===== src/rtl/rr_arbiter_rts_dcts_pkg.sv =====
// Shared router constants, port indices and arbiter state encoding.
// Latency and backpressure are not applicable; this file holds declarations only.
package rr_arbiter_rts_dcts_pkg;

    localparam int NUM_PORTS_DEFAULT = 5;

    localparam int PORT_LOCAL = 0;
    localparam int PORT_N     = 1;
    localparam int PORT_E     = 2;
    localparam int PORT_W     = 3;
    localparam int PORT_S     = 4;

    typedef logic [$clog2(NUM_PORTS_DEFAULT)-1:0] idx_t;

    typedef enum logic {
        ST_IDLE  = 1'b0,
        ST_SERVE = 1'b1
    } arb_st_e;

    // A hold limit of 0 means unlimited, but the counter still needs one bit.
    function automatic int cnt_width(input int max_hold);
        return (max_hold < 1) ? 1 : $clog2(max_hold + 1);
    endfunction

endpackage


===== src/rtl/rr_arbiter_rts_dcts_if.sv =====
// Request, handshake and crossbar-select bundle for one router output port.
// The master side is the arbiter and the slave side is the port environment.
interface rr_arbiter_rts_dcts_if
    import rr_arbiter_rts_dcts_pkg::*;
#(
    parameter int NUM_PORTS = NUM_PORTS_DEFAULT
);
    logic [NUM_PORTS-1:0]         req;
    logic                         dcts;
    logic [NUM_PORTS-1:0]         grant;
    logic [NUM_PORTS-1:0]         xbar_sel;
    logic                         rts;
    logic [$clog2(NUM_PORTS)-1:0] served_idx;

    modport master (
        input  req,
        input  dcts,
        output grant,
        output xbar_sel,
        output rts,
        output served_idx
    );

    modport slave (
        output req,
        output dcts,
        input  grant,
        input  xbar_sel,
        input  rts,
        input  served_idx
    );
endinterface


===== src/rtl/rr_arbiter_rts_dcts_rr_pick.sv =====
// Circular first-requester search starting at a given index, optionally skipping one port.
// The search is purely combinational with no latency and no flow control.
module rr_pick #(
    parameter int NUM_PORTS = 5,
    parameter int IDX_W     = $clog2(NUM_PORTS)
) (
    input  logic [NUM_PORTS-1:0] req,
    input  logic [IDX_W-1:0]     start,
    input  logic                 excl_en,
    input  logic [IDX_W-1:0]     excl,
    output logic                 found,
    output logic [IDX_W-1:0]     idx
);

    always_comb begin
        int k;
        k     = 0;
        found = 1'b0;
        idx   = '0;
        for (int i = 0; i < NUM_PORTS; i++) begin
            k = (int'(start) + i) % NUM_PORTS;
            if (!found && req[k] && !(excl_en && (IDX_W'(k) == excl))) begin
                found = 1'b1;
                idx   = IDX_W'(k);
            end
        end
    end

endmodule


===== src/rtl/rr_arbiter_rts_dcts.sv =====
// Round-robin output arbiter with RTS/DCTS handshake, rotating priority and a hold limit.
// The first grant comes 2 cycles after req; rts=1 with dcts=0 freezes state, rts and hold count.
module rr_arbiter_rts_dcts
    import rr_arbiter_rts_dcts_pkg::*;
#(
    parameter int NUM_PORTS = NUM_PORTS_DEFAULT,
    parameter int MAX_HOLD  = 8,
    parameter int CNT_W     = cnt_width(MAX_HOLD)
) (
    input  logic                    clk,
    input  logic                    rst,
    rr_arbiter_rts_dcts_if.master   bus
);

    localparam int IDX_W = $clog2(NUM_PORTS);

    arb_st_e              st, st_nxt;
    logic [IDX_W-1:0]     cur, cur_nxt;
    logic [IDX_W-1:0]     ptr, ptr_nxt;
    logic [CNT_W-1:0]     hold_cnt, hold_nxt;
    logic                 rts_q, rts_nxt;

    logic [NUM_PORTS-1:0] cur_oh;
    logic [NUM_PORTS-1:0] xbar_sel;
    logic                 stall;
    logic                 transfer;
    logic                 others_req;
    logic                 hold_ok;
    logic [IDX_W-1:0]     rot_start;
    logic                 idle_found, rot_found;
    logic [IDX_W-1:0]     idle_idx, rot_idx;

    assign cur_oh     = NUM_PORTS'(1) << cur;
    assign stall      = rts_q & ~bus.dcts;
    assign transfer   = (st == ST_SERVE) & rts_q & bus.dcts;
    assign others_req = |(bus.req & ~cur_oh);
    assign rot_start  = (cur == IDX_W'(NUM_PORTS - 1)) ? '0 : cur + IDX_W'(1);
    assign hold_ok    = (MAX_HOLD == 0) || (hold_cnt < CNT_W'(MAX_HOLD)) || !others_req;

    rr_pick #(.NUM_PORTS(NUM_PORTS), .IDX_W(IDX_W)) u_idle_pick (
        .req     (bus.req),
        .start   (ptr),
        .excl_en (1'b0),
        .excl    ('0),
        .found   (idle_found),
        .idx     (idle_idx)
    );

    rr_pick #(.NUM_PORTS(NUM_PORTS), .IDX_W(IDX_W)) u_rot_pick (
        .req     (bus.req),
        .start   (rot_start),
        .excl_en (1'b1),
        .excl    (cur),
        .found   (rot_found),
        .idx     (rot_idx)
    );

    always_ff @(posedge clk) begin
        if (rst) begin
            st       <= ST_IDLE;
            cur      <= '0;
            ptr      <= '0;
            hold_cnt <= '0;
            rts_q    <= 1'b0;
        end else begin
            st       <= st_nxt;
            cur      <= cur_nxt;
            ptr      <= ptr_nxt;
            hold_cnt <= hold_nxt;
            rts_q    <= rts_nxt;
        end
    end

    always_comb begin
        st_nxt   = st;
        cur_nxt  = cur;
        ptr_nxt  = ptr;
        hold_nxt = hold_cnt;
        rts_nxt  = rts_q;
        if (!stall) begin
            rts_nxt = (st == ST_SERVE) && !(rts_q && bus.dcts);
            if (transfer && (hold_cnt != CNT_W'(MAX_HOLD))) begin
                hold_nxt = hold_cnt + CNT_W'(1);
            end
            case (st)
                ST_IDLE: begin
                    if (idle_found) begin
                        st_nxt  = ST_SERVE;
                        cur_nxt = idle_idx;
                    end
                end
                ST_SERVE: begin
                    // A port change or a drop to idle clears the hold count even on a transfer.
                    if (bus.req[cur] && hold_ok) begin
                        st_nxt = ST_SERVE;
                    end else if (rot_found) begin
                        cur_nxt  = rot_idx;
                        ptr_nxt  = rot_start;
                        hold_nxt = '0;
                    end else if (!bus.req[cur]) begin
                        st_nxt   = ST_IDLE;
                        cur_nxt  = '0;
                        ptr_nxt  = rot_start;
                        hold_nxt = '0;
                    end
                end
                default: st_nxt = ST_IDLE;
            endcase
        end
    end

    assign xbar_sel       = (st == ST_SERVE) ? cur_oh : '0;
    assign bus.xbar_sel   = xbar_sel;
    assign bus.grant      = xbar_sel & {NUM_PORTS{rts_q & bus.dcts}};
    assign bus.rts        = rts_q;
    assign bus.served_idx = (st == ST_SERVE) ? cur : '0;

endmodule

===== src/flat_wrapper.sv =====
// flat-port wrapper written by rule: the top's interface ports become plain ports
module rr_arbiter_rts_dcts_flat import rr_arbiter_rts_dcts_pkg::*;
#(
    parameter int NUM_PORTS = NUM_PORTS_DEFAULT,
    parameter int MAX_HOLD  = 8,
    parameter int CNT_W     = cnt_width(MAX_HOLD)
)
  (clk, rst, bus_req, bus_dcts, bus_grant, bus_xbar_sel, bus_rts, bus_served_idx);
  rr_arbiter_rts_dcts_if #(.NUM_PORTS(NUM_PORTS)) bus_i ();
  input  logic clk;
  input  logic rst;
  input wire logic [$bits(bus_i.req)-1:0] bus_req;
  input wire logic [$bits(bus_i.dcts)-1:0] bus_dcts;
  output wire logic [$bits(bus_i.grant)-1:0] bus_grant;
  output wire logic [$bits(bus_i.xbar_sel)-1:0] bus_xbar_sel;
  output wire logic [$bits(bus_i.rts)-1:0] bus_rts;
  output wire logic [$bits(bus_i.served_idx)-1:0] bus_served_idx;
  assign bus_i.req = bus_req;
  assign bus_i.dcts = bus_dcts;
  assign bus_grant = bus_i.grant;
  assign bus_xbar_sel = bus_i.xbar_sel;
  assign bus_rts = bus_i.rts;
  assign bus_served_idx = bus_i.served_idx;
  rr_arbiter_rts_dcts #(.NUM_PORTS(NUM_PORTS), .MAX_HOLD(MAX_HOLD), .CNT_W(CNT_W)) u_core (.clk(clk), .rst(rst), .bus(bus_i));
endmodule

===== config.mk =====
export PLATFORM = sky130hd
export DESIGN_NAME = rr_arbiter_rts_dcts_flat
export DESIGN_NICKNAME = d
export VERILOG_FILES = /design/src/rtl/rr_arbiter_rts_dcts_pkg.sv /design/src/rtl/rr_arbiter_rts_dcts_if.sv /design/src/rtl/rr_arbiter_rts_dcts_rr_pick.sv /design/src/rtl/rr_arbiter_rts_dcts.sv /design/src/flat_wrapper.sv
export SDC_FILE = /design/constraint.sdc
export NUM_CORES = 1
export LEC_CHECK = 0
export ABC_AREA = 1
export CAP_MARGIN = 0
export CORE_MARGIN = 2
export CORE_UTILIZATION = 67
export CTS_CLUSTER_SIZE = 14
export DETAILED_ROUTE_END_ITERATION = 8
export PLACE_DENSITY_LB_ADDON = 0.1
export SLEW_MARGIN = 20
export SYNTH_ARGS = -nofsm -noshare
export SYNTH_HDL_FRONTEND = slang
export SYNTH_SLANG_ARGS = --single-unit

===== constraint.sdc =====
create_clock -name clk -period 7.75 [get_ports clk]
set_input_delay 2.325 -clock clk [delete_from_list [all_inputs] [get_ports clk]]
set_output_delay 2.325 -clock clk [all_outputs]
set_load 0.02 [all_outputs]

After elaboration in Yosys (flattened, before gate mapping)

Cells that the tools add are included.

Output and inout bits: 14
Register bits after elaboration: 12
Logic and storage cells: 168
Input port bits: 8

Add/subtract/negate cells: 10
Bitwise logic cells: 11
Divide/modulo/power cells: 10
Reductions and logical operators: 36
Mux-type cells: 72
Shift operators: 1
Eq/ne operators: 11
Order comparisons: 12

Operators by type and width:

| cell                    | number |
|---|---|
| $lt A32 B5 Y1 const B   | 10 |
| $mod A32 B4 Y32 const B | 8 |
| $mod A4 B4 Y32 const B  | 2 |
| $mux W3                 | 18 |
| $mux W1                 | 35 |
| $bmux W1 S3             | 11 |
| $mux W4                 | 5 |
| $logic_and A1 B1 Y1     | 17 |
| $add A3 B2 Y4 const B   | 4 |
| $eq A3 B3 Y1            | 5 |
| $logic_not A1 Y1        | 15 |
| $and A5 B5 Y5           | 2 |
| $add A3 B1 Y4 const B   | 2 |
| $add A3 B3 Y4 const B   | 2 |
| $reduce_and A4 Y1       | 2 |
| $pmux W3 S2             | 1 |
| $mux W5                 | 1 |
| $not A5 Y5              | 1 |
| $reduce_or A5 Y1        | 1 |
| $shl A1 B3 Y5 const A   | 1 |
| $add A4 B1 Y4 const B   | 1 |
| $and A1 B1 Y1           | 4 |
| $lt A3 B4 Y1 const B    | 1 |
| $lt A4 B4 Y1 const B    | 1 |
| 9 further kinds         | 13 |

Longest topological paths before layout

Word-level depth: 27
Gate-level depth with buffers: 32
Gate-level depth less buffers: 30

Modules after synthesis

From an unflattened synthesis, not the netlist that was laid out.

Cells, all modules: 740
Area, all modules: 4120.2 sq um

By module, submodules not included:

| module                       | cells an instance | area each (sq um) | sequential area each (sq um) | instances |
|---|---|---|---|---|
| rr_pick (u_core.u_rot_pick)  | 296               | 1655.3            | 0.0                          | 1 |
| rr_pick (u_core.u_idle_pick) | 301               | 1590.3            | 0.0                          | 1 |
| rr_arbiter_rts_dcts          | 143               | 874.6             | 240.2                        | 1 |

Least setup slack after synthesis

OpenSTA, ideal clock, no wires.

Kind: in2out
From: in bus_dcts
To: out bus_grant[0]
Setup slack: 2544 ps
Arrival: 2881 ps
Cell stages on the path: 4
Cell sequence: nand2_1 -> nor2_1 -> inv_1 -> nor2_1

Cells in the longest elaborated chain, start to end: 2

Ends and longest elaborated chain:

| item               | line                       | text |
|---|---|---|
| start: declaration | flat_wrapper.sv:13         | `input wire logic [$bits(bus_i.dcts)-1:0] bus_dcts;` |
| $and A1 B1 Y1      | rr_arbiter_rts_dcts.sv:114 | `assign bus.grant = xbar_sel & {NUM_PORTS{rts_q & bus.dcts}};` |
| $and A5 B5 Y5      | rr_arbiter_rts_dcts.sv:114 |  |
| end: declaration   | flat_wrapper.sv:14         | `output wire logic [$bits(bus_i.grant)-1:0] bus_grant;` |

No other way between the ends.

Final worst setup path

From: in bus_dcts
To: out bus_grant[4]

The elaborated chain is that of the path after synthesis.

==> results_dict.tcl <==
set metrics [dict create \
    finalHoldViolCount 0 \
    cts_hold_buf 0 \
    synthCells 627 \
    synth_seq_cells 12 \
    max_cap_viol_count 0 \
    grt_pass1_wl_um 16700 \
    crit_path_max_fanout 4 \
    drive_above_1_share_pct 9.67 \
    synth.top_cell.area_share_pct 18.5 \
    path_depth 6 \
    core_mm2 0.00517 \
    clk_latency_ns 0.25 \
    seq_area_frac_synth_pct 6.64 \
    fin_crit_ns 6.17 \
    synth_area_leader_cell "nand2_1" \
    grt_max_degree 14 \
    drt_iter0_drc 470 \
    row_count 26 \
    cts_tree "yes" \
    die_w_um 77.5 \
    path_delay_family "buffers and inverters" \
    initial_core_util_pct 70.0 \
    clockBufferDepth 2 \
    dr.pass1.iters 6 \
    grt_overflow_total 0 \
    drc_errors 0 \
    synth_flop_cell "dfxtp_1" \
    diodes 0 \
    slew_headroom_pct 50.6 \
    maxSlewViolCount 0 \
    preCtsSetupSlack_ns 1.58 \
    cp.required_ns 5.43 \
    root_buffer "clkbuf_8" \
    tightestPinTransition_ns 0.736 \
    clock_sink_count 12 \
    port_buffers 21 \
    antenna_found_initial 0 \
    cpMaxStageDelayCell "clkdlybuf4s50_1" \
    io_pins 22 \
    worst_slack_ns 1.58 \
    critPathKind "input pin to output port" \
    crit_path_max_incr_delay_ns 0.62 \
    async_flop_share_pct 0 \
    tns_ns 0 \
    finalClockSkew_ns 0.00167 \
    synth_area_mm2 0.00362 \
    yosysUniqueCellTypes 49 \
    avgSynthCellArea_um2 5.77 \
    htreeDepth 1 \
    die_h_um 77.5 \
    yosysMostFrequentCell "nand2_1" \
    worstHoldPathType "flip-flop to flip-flop" \
    cp-start-kind "input pin" \
    synth_fp_nets 679 \
    fp.dieArea_mm2 0.00601 \
    fill_cells 445 \
    post_drt_wl_per_cell_um 14.0 \
    synth_commonest_cells "nand2_1, inv_1, nand3_1" \
    synth_edf_count 0 \
    dp_hpwl_um 7760 \
    syn_to_final_growth_pct 7.74 \
    cts_made_buffers 3 \
    post_cts_buffers 0 \
    gp_congestion 0.920 \
    vias_per_cell 5.84 \
    fin_nets 694 \
    num_vias 4149 \
    yosys_warnings 0 \
    setup_viol 0 \
    rsz0062_at_grt "no" \
    status "completed" \
    cp.arrival_ns 3.85 \
    min_period_over_period_pct 79.6 \
    track_usage_pct 32.8 \
    crit_path_end_kind "output port" \
    ant_nets 0 \
    reg2regPathDepth 25 \
    routed_wirelength_um 9970 \
    first_global_vias 3746 \
    postCtsResizedCells 0 \
    holdPathStages 2 \
    fmax_ghz 0.162 \
    synthTopCellsByArea "nand2_1, ha_1, nand3_1, inv_1, dfxtp_1" \
    crit_path_cell_trace "clkdlybuf4s50_1, nand2_1, nor2_1, inv_1, nor2_1, clkdlybuf4s50_1" \
    clk_pin_slew_worst_paths_ns 0.05 \
    crit_buf_inv 3 \
]
cells by family (layout without fill, tap and decap cells):
kind of cell | after synthesis | in the layout | synth area share (%)
AND/OR/NAND/NOR | 375 | 375 | 50.4
adder cells (fa/ha/maj) | 44 | 44 | 15.4
XOR/XNOR | 9 | 9 | 2.39
buffers and inverters | 105 | 119 | 11.9
AO/OA/AOI/OAI | 82 | 82 | 13.3
flip-flops | 12 | 12 | 6.64
state kept, by name, indices dropped and copies added (netlist names):
| signal | flops |
|---|---|
| u_core.cur | 3 |
| u_core.st | 1 |
| u_core.ptr | 3 |
| u_core.hold_cnt | 4 |
| u_core.bus.rts | 1 |
cells in the final DEF (no fill, tap or decap), drive strengths merged, types with 2 or more instances in the layout:
cell type / n
nand2: 197
inv: 91
nand3: 81
nor2: 63
ha: 43
o21ai: 38
a21oi: 24
clkdlybuf4s50: 21
nand4: 17
dfxtp: 12
xor2: 9
nor3: 5
o211ai: 5
nand3b: 5
or2: 5
clkbuf: 4
o22ai: 3
a31oi: 3
clkinv: 3
and2: 2
o31ai: 2
routing by layer:
metal  vias to the layer above  track usage, %  wire length, um
li1                       2071               -                -
met1                      1875            45.7             4530
met2                       185            54.5             4430
met3                        18            3.02              855
met4                         0            7.86              160
met5                         -               0                0
path summary, 6_finish.rpt:
kind / slack (ns) / from / end
setup / recovery: 1.58 / bus_dcts / bus_grant[4]
hold / removal: 0.52 / u_core.bus.rts / u_core.bus.rts
setup reg to reg: 3.17 / u_core.cur[2] / u_core.cur[2]
hold reg to reg: 0.52 / u_core.bus.rts / u_core.bus.rts
tightest hold or removal path, stage by stage (launching register included):
cell,delay [ns]
dfxtp_1,0.32
inv_1,0.08
a21oi_1,0.07
layout make-up:
class	instances	area [um2]	area share [%]
Timing Repair Buffer	21	210	5.39
Multi-Input combinational cell	510	2950	75.6
Inverter	94	357	9.14
Clock buffer	4	55.1	1.41
Sequential cell	12	240	6.16
Tap cell	70	87.6	2.25
metrics by stage:
stage	cell area (um2)	hold WS (ns)	utilization [%]	instances
2_1_floorplan	3620	0.511	-	627
3_3_place_gp	3840	0.492	74.3	707
3_5_place_dp	3840	0.511	74.3	707
4_1_cts	3900	0.525	75.4	711
5_1_grt	3900	0.561	75.4	711
6_report	3900	0.519	75.4	711
Power is left out: the tool's default activity adds up to more than one toggle a clock period on the data nets, which glitch-free logic cannot reach.
